===== src/rtl/instr_fetch.sv =====
// Instruction fetch stage: PC, single-outstanding memory reads, prefetch queue to decode.
// Optional macro FETCH_PREDECODE_HALT_EN stops fetch on an enqueued HALT word (bits [31:28]=4'b1000).
module instr_fetch #(
    parameter int unsigned       ADDR_W   = 12,
    parameter int unsigned       DEPTH    = 2,
    parameter logic [ADDR_W-1:0] RESET_PC = '0
) (
    input  logic              clk,
    input  logic              reset,
    output logic              mem_req,
    output logic [ADDR_W-1:0] mem_addr,
    input  logic              mem_ack,
    input  logic [31:0]       mem_rdata,
    output logic [31:0]       instr,
    output logic [ADDR_W-1:0] instr_pc,
    output logic              instr_valid,
    input  logic              instr_ready,
    input  logic              redirect,
    input  logic [ADDR_W-1:0] redirect_addr,
    input  logic              halt,
    output logic              halted
);

    localparam int unsigned PtrW = (DEPTH > 1) ? $clog2(DEPTH) : 1;
    localparam int unsigned CntW = $clog2(DEPTH + 1);
    localparam logic [PtrW-1:0] LastPtr = PtrW'(DEPTH - 1);
    localparam logic [CntW-1:0] DepthC  = CntW'(DEPTH);

    typedef enum logic [1:0] {StFetch, StWait, StStop} state_e;

    state_e            state_q, state_d;
    logic [ADDR_W-1:0] pc_q, pc_d;
    logic [ADDR_W-1:0] req_addr_q, req_addr_d;
    logic              squash_q, squash_d;
    logic [PtrW-1:0]   rd_ptr_q, rd_ptr_d;
    logic [PtrW-1:0]   wr_ptr_q, wr_ptr_d;
    logic [CntW-1:0]   count_q, count_d;
    logic [31:0]       q_data_q [DEPTH];
    logic [ADDR_W-1:0] q_pc_q   [DEPTH];

    logic              issue;
    logic              ack_fire;
    logic              enq;
    logic              deq;
    logic              pd_halt;
    logic [ADDR_W-1:0] cur_addr;

    assign instr_valid = (count_q != '0);
    assign instr       = q_data_q[rd_ptr_q];
    assign instr_pc    = q_pc_q[rd_ptr_q];
    assign halted      = (state_q == StStop);

    // While waiting, the address of the outstanding request is held even if a redirect moved the PC.
    always_comb begin
        cur_addr = (state_q == StWait) ? req_addr_q : pc_q;
        issue    = !reset && (state_q == StFetch) && (count_q < DepthC) && !halt;
        mem_req  = issue || (!reset && (state_q == StWait));
        mem_addr = mem_req ? cur_addr : '0;
        ack_fire = mem_req && mem_ack;
        enq      = ack_fire && !squash_q && !redirect;
        deq      = instr_valid && instr_ready;
    end

`ifdef FETCH_PREDECODE_HALT_EN
    assign pd_halt = enq && (mem_rdata[31:28] == 4'b1000);
`else
    assign pd_halt = 1'b0;
`endif

    always_comb begin
        state_d    = state_q;
        pc_d       = pc_q;
        req_addr_d = req_addr_q;
        squash_d   = squash_q;
        rd_ptr_d   = rd_ptr_q;
        wr_ptr_d   = wr_ptr_q;
        count_d    = count_q;

        if (enq) begin
            pc_d = cur_addr + 1'b1;
        end
        if (redirect) begin
            pc_d = redirect_addr;
        end

        // A request left un-acked becomes outstanding; a redirect now marks its data as stale.
        if (mem_req && !mem_ack) begin
            req_addr_d = cur_addr;
            if (redirect) begin
                squash_d = 1'b1;
            end
        end
        if (ack_fire) begin
            squash_d = 1'b0;
        end

        unique case (state_q)
            StFetch: begin
                if (halt || pd_halt) begin
                    state_d = StStop;
                end else if (issue && !mem_ack) begin
                    state_d = StWait;
                end
            end
            StWait: begin
                if (mem_ack) begin
                    state_d = (halt || pd_halt) ? StStop : StFetch;
                end
            end
            StStop: begin
                if (redirect && !halt) begin
                    state_d = StFetch;
                end
            end
            default: state_d = StFetch;
        endcase

        if (redirect) begin
            rd_ptr_d = '0;
            wr_ptr_d = '0;
            count_d  = '0;
        end else begin
            if (enq) begin
                wr_ptr_d = (wr_ptr_q == LastPtr) ? '0 : wr_ptr_q + 1'b1;
            end
            if (deq) begin
                rd_ptr_d = (rd_ptr_q == LastPtr) ? '0 : rd_ptr_q + 1'b1;
            end
            if (enq && !deq) begin
                count_d = count_q + 1'b1;
            end else if (!enq && deq) begin
                count_d = count_q - 1'b1;
            end
        end
    end

    always_ff @(posedge clk) begin
        if (reset) begin
            state_q    <= StFetch;
            pc_q       <= RESET_PC;
            req_addr_q <= '0;
            squash_q   <= 1'b0;
            rd_ptr_q   <= '0;
            wr_ptr_q   <= '0;
            count_q    <= '0;
        end else begin
            state_q    <= state_d;
            pc_q       <= pc_d;
            req_addr_q <= req_addr_d;
            squash_q   <= squash_d;
            rd_ptr_q   <= rd_ptr_d;
            wr_ptr_q   <= wr_ptr_d;
            count_q    <= count_d;
        end
    end

    always_ff @(posedge clk) begin
        if (reset) begin
            q_data_q <= '{default: '0};
            q_pc_q   <= '{default: '0};
        end else if (enq) begin
            q_data_q[wr_ptr_q] <= mem_rdata;
            q_pc_q[wr_ptr_q]   <= cur_addr;
        end
    end

endmodule


===== config.mk =====
export PLATFORM = sky130hd
export DESIGN_NAME = instr_fetch
export DESIGN_NICKNAME = d
export VERILOG_FILES = /design/src/rtl/instr_fetch.sv
export SDC_FILE = /design/constraint.sdc
export NUM_CORES = 1
export LEC_CHECK = 0
export ABC_AREA = 0
export ABC_CLOCK_PERIOD_IN_PS = 4560
export CAP_MARGIN = 20
export CORE_UTILIZATION = 40
export CTS_CLUSTER_DIAMETER = 200
export CTS_CLUSTER_SIZE = 14
export DETAILED_ROUTE_END_ITERATION = 8
export PLACE_DENSITY = 0.66
export SYNTH_ARGS = -nofsm -noshare
export SYNTH_HDL_FRONTEND = slang
export SYNTH_SLANG_ARGS = --single-unit

===== constraint.sdc =====
create_clock -name clk -period 4.56 [get_ports clk]
set_input_delay 0.456 -clock clk [delete_from_list [all_inputs] [get_ports clk]]
set_output_delay 0.456 -clock clk [all_outputs]
set_load 0.05 [all_outputs]

==> flow_summary_export.csv <==
group,metric,value,unit
clocking,postCtsHoldBufs,0,
power_and_ir_drop,power,2.72,mW
global_routing,antenna_found_initial,0,
routing,drt_wl_total,13300,um
clocking,cts_tree,"done",
clocking,cts.repair.resized,0,
global_routing,grt_pass1_wl,21600,um
power_and_ir_drop,powerDensity,386,mW/mm^2
synthesis,synth_top_area_share,45.2,%
cells_and_area,final_cell_area,0.00704,mm^2
critical_path,cp.arrival,3.11,ns
critical_path,crit_chain,"nand2b_1 > buf_4 > mux2i_4 > nor2_1 > clkdlybuf4s50_1",
cells_and_area,finish.utilization,55.4,%
place,io_buffers,108,
critical_path,path_max_fanout,17,
hold_path,min_path_type,"primary input to flip-flop",
power_and_ir_drop,pwr-share-clk,50.1,%
critical_path,cp-startpoint,"state_q[1]",
routing,drtPass1Iterations,6,
power_and_ir_drop,switching_share,23.2,%
place,dp_hpwl,8750,um
sta,slew_viol_final,0,
power_and_ir_drop,irDropWorstVdd,200,uV
clocking,clockRootBuffer,"clkbuf_16",
global_routing,grt_max_degree,87,
clocking,clkTransAtPathRegs,0.05,ns
cells_and_area,diodes,0,
power_and_ir_drop,p_int,2.09,mW
routing,num_vias,4470,
power_and_ir_drop,pwr-share-seq,40.0,%
routing,ant_nets,0,
place,dpl.cell_count,856,
critical_path,cpMaxStageDelayCell,"nand2b_1",
clocking,post_cts_buffers,0,
sta,setup-violations-final,0,
cells_and_area,final_common_cell,"nand2_1",
critical_path,critPathKind,"flip-flop to primary output",
critical_path,r2r_cells,8,
sta,finClkSkew,0.00713,ns
sta,worst_pin_slew,1.01,ns
floorplanning,start_util,41.4,%
synthesis,synth_nets,667,
critical_path,reg2reg_slack,1.65,ns
floorplanning,coreArea,0.0127,mm^2
critical_path,cp.required,4.10,ns
routing,via_per_inst,5.03,
routing,drc_errors,0,
floorplanning,rows,41,
floorplanning,io_pins,109,
critical_path,path_depth,5,
run,drv_cap,0,
cells_and_area,area_growth,33.7,%
power_and_ir_drop,p_sw,0.632,mW
global_routing,overflow,0,
cells_and_area,nets,756,
sta,tns,0,ns
synthesis,yosys.area.top_type,"dfxtp_1",
critical_path,r2r-start,"state_q[1]",
power_and_ir_drop,p_leak,2.51,nW
synthesis,ys.warnings.count,0,
sta,hold_viol,0,
sta,slew_headroom,32.7,%
critical_path,setup.worst_path.end,"mem_addr[2]",
clocking,numCtsBuffers,17,
sta,fmax,0.281,GHz
synthesis,synth_cell_types,43,
cells_and_area,final_cell_mix,"nand2_1 (153), dfxtp_1 (118), clkdlybuf4s50_1 (107), a21oi_1 (73), nor2_1 (60)",
cells_and_area,layout.cells.non_filler,888,
critical_path,slowest_delay,0.81,ns
synthesis,synth-seq-area-share,45.2,%
global_routing,groute.usage.overall,20.6,%
clocking,clockBufferDepth,2,
global_routing,grt_pass1_vias,4479,
synthesis,synthTopCellsByArea,"dfxtp_1 (45%), nand2_1 (11%), mux2_2 (9.6%), a21oi_1 (6.9%), a211oi_1 (5.4%)",
clocking,clock_sinks,119,
floorplanning,dieHeight,117,um
critical_path,end_kind,"primary output",
critical_path,critPathTopFamily,"buffers and inverters",
routing,drt_iter0_markers,234,
sta,rsz0062_at_grt,"false",
sta,finalCriticalPeriod,3.56,ns
floorplanning,dieWidth,117,um
run_status,status,"completed",
place,dpl-instance-area,0.00641,mm^2
synthesis,avgSynthCellArea,8.56,um^2
floorplanning,fp.dieArea,0.0136,mm^2
critical_path,path_buf_inv,2,
critical_path,cp-start-kind,"flip-flop",
routing,wl_per_cell,15.0,um
sta,period_share,78.1,%
synthesis,synth_seq_cells,119,
clocking,htree_num_levels,4,
synthesis,synth_area,0.00527,mm^2
clocking,clock_latency,0.42,ns
power_and_ir_drop,combPwrFrac,9.9,%
cells_and_area,final_layout_size_suffix_gt1_share,14.2,%
synthesis,synth_cells,615,
place,gp_congestion,0.838,
critical_path,r2r_end,"pc_q[4]",
metrics by stage:
| stage | worst slack [ns] | hold slack [ns] |
|---|---|---|
| after floorplan | 2.40 | 0.433 |
| after global placement | 1.44 | 0.438 |
| after detailed placement | 1.37 | 0.445 |
| after CTS | 0.960 | 0.437 |
| after global routing | 0.796 | 0.463 |
| final | 0.997 | 0.443 |
power groups by stage:
stage	clock network [mW]	registers (mW)	logic [mW]
5_1_grt	1.44	1.09	0.289
2_1_floorplan	0	1.10	0.169
3_3_place_gp	0	1.11	0.264
4_1_cts	1.38	1.09	0.270
6_report	1.36	1.09	0.269
3_5_place_dp	0	1.11	0.268
kinds of logic (layout without fill, tap and decap cells):
group	after synthesis	count (layout)	synth area share (%)
adder cells (fa/ha/maj)	2	2	0.475
AND/OR/NAND/NOR	237	237	18.5
multiplexers	59	59	13.1
XOR/XNOR	14	14	2.33
buffers and inverters	54	155	4.75
AO/OA/AOI/OAI	130	130	15.6
flip-flops	119	119	45.2
cells in the mapped netlist (all sizes together):
| cell type | instances |
|---|---|
| o22a | 1 |
| dfxtp | 119 |
| a211oi | 38 |
| inv | 8 |
| nor4 | 1 |
| a2111oi | 2 |
| a221oi | 2 |
| nor2b | 1 |
| nor4b | 1 |
| xnor2 | 5 |
| xor2 | 9 |
| clkbuf | 26 |
| o21bai | 1 |
| nor3b | 1 |
| o211ai | 2 |
| a31oi | 1 |
| a21oi | 73 |
| and3 | 3 |
| o31ai | 1 |
| nand2 | 153 |
| mux2 | 45 |
| buf | 20 |
| nand3 | 2 |
| a21o | 1 |
| or2 | 2 |
| ha | 2 |
| and2 | 2 |
| o22ai | 4 |
| mux2i | 14 |
| a311oi | 2 |
| nor2 | 61 |
| nor3 | 8 |
| o21ai | 2 |
| nand2b | 1 |
| nand4b | 1 |
state kept, by name, summed over array words and instances, names as in the netlist:
signal	flops
count_q	2
wr_ptr_q	1
q_pc_q	24
req_addr_q	12
squash_q	1
rd_ptr_q	1
state_q	2
pc_q	12
q_data_q	64
worst min-delay path by stage:
stage	from	endpoint	slack [ns]	cells past startpoint
global route	reset	state_q[1]	0.46	2
finish	reset	state_q[1]	0.44	2
detailed placement	q_data_q[5]	q_data_q[5]	0.45	2
global placement	q_data_q[15]	q_data_q[15]	0.44	2
CTS	reset	state_q[1]	0.44	2
floorplan	q_data_q[0]	q_data_q[0]	0.43	2
layout make-up:
cell class / instances / area [um^2]
well taps: 172 / 215
clock inverters: 8 / 120
multi-input cells: 442 / 2640
repair buffers: 116 / 1160
fillers: 1204 / 5680
clock buffers: 23 / 488
inverters: 8 / 30.0
flip-flops and latches: 119 / 2380
metal layers:
metal | up-vias | share of wire (%) | routed length, um | global-route usage [%]
met2 | 127 | 47 | 6240 | 34.2
met3 | 18 | 5.9 | 791 | 4.72
met4 | 0 | 1.3 | 171 | 8.19
li1 | 2270 | - | - | -
met1 | 2055 | 46 | 6140 | 25.8
met5 | - | 0 | 0 | 0
Power figures use the tool's default switching activity.
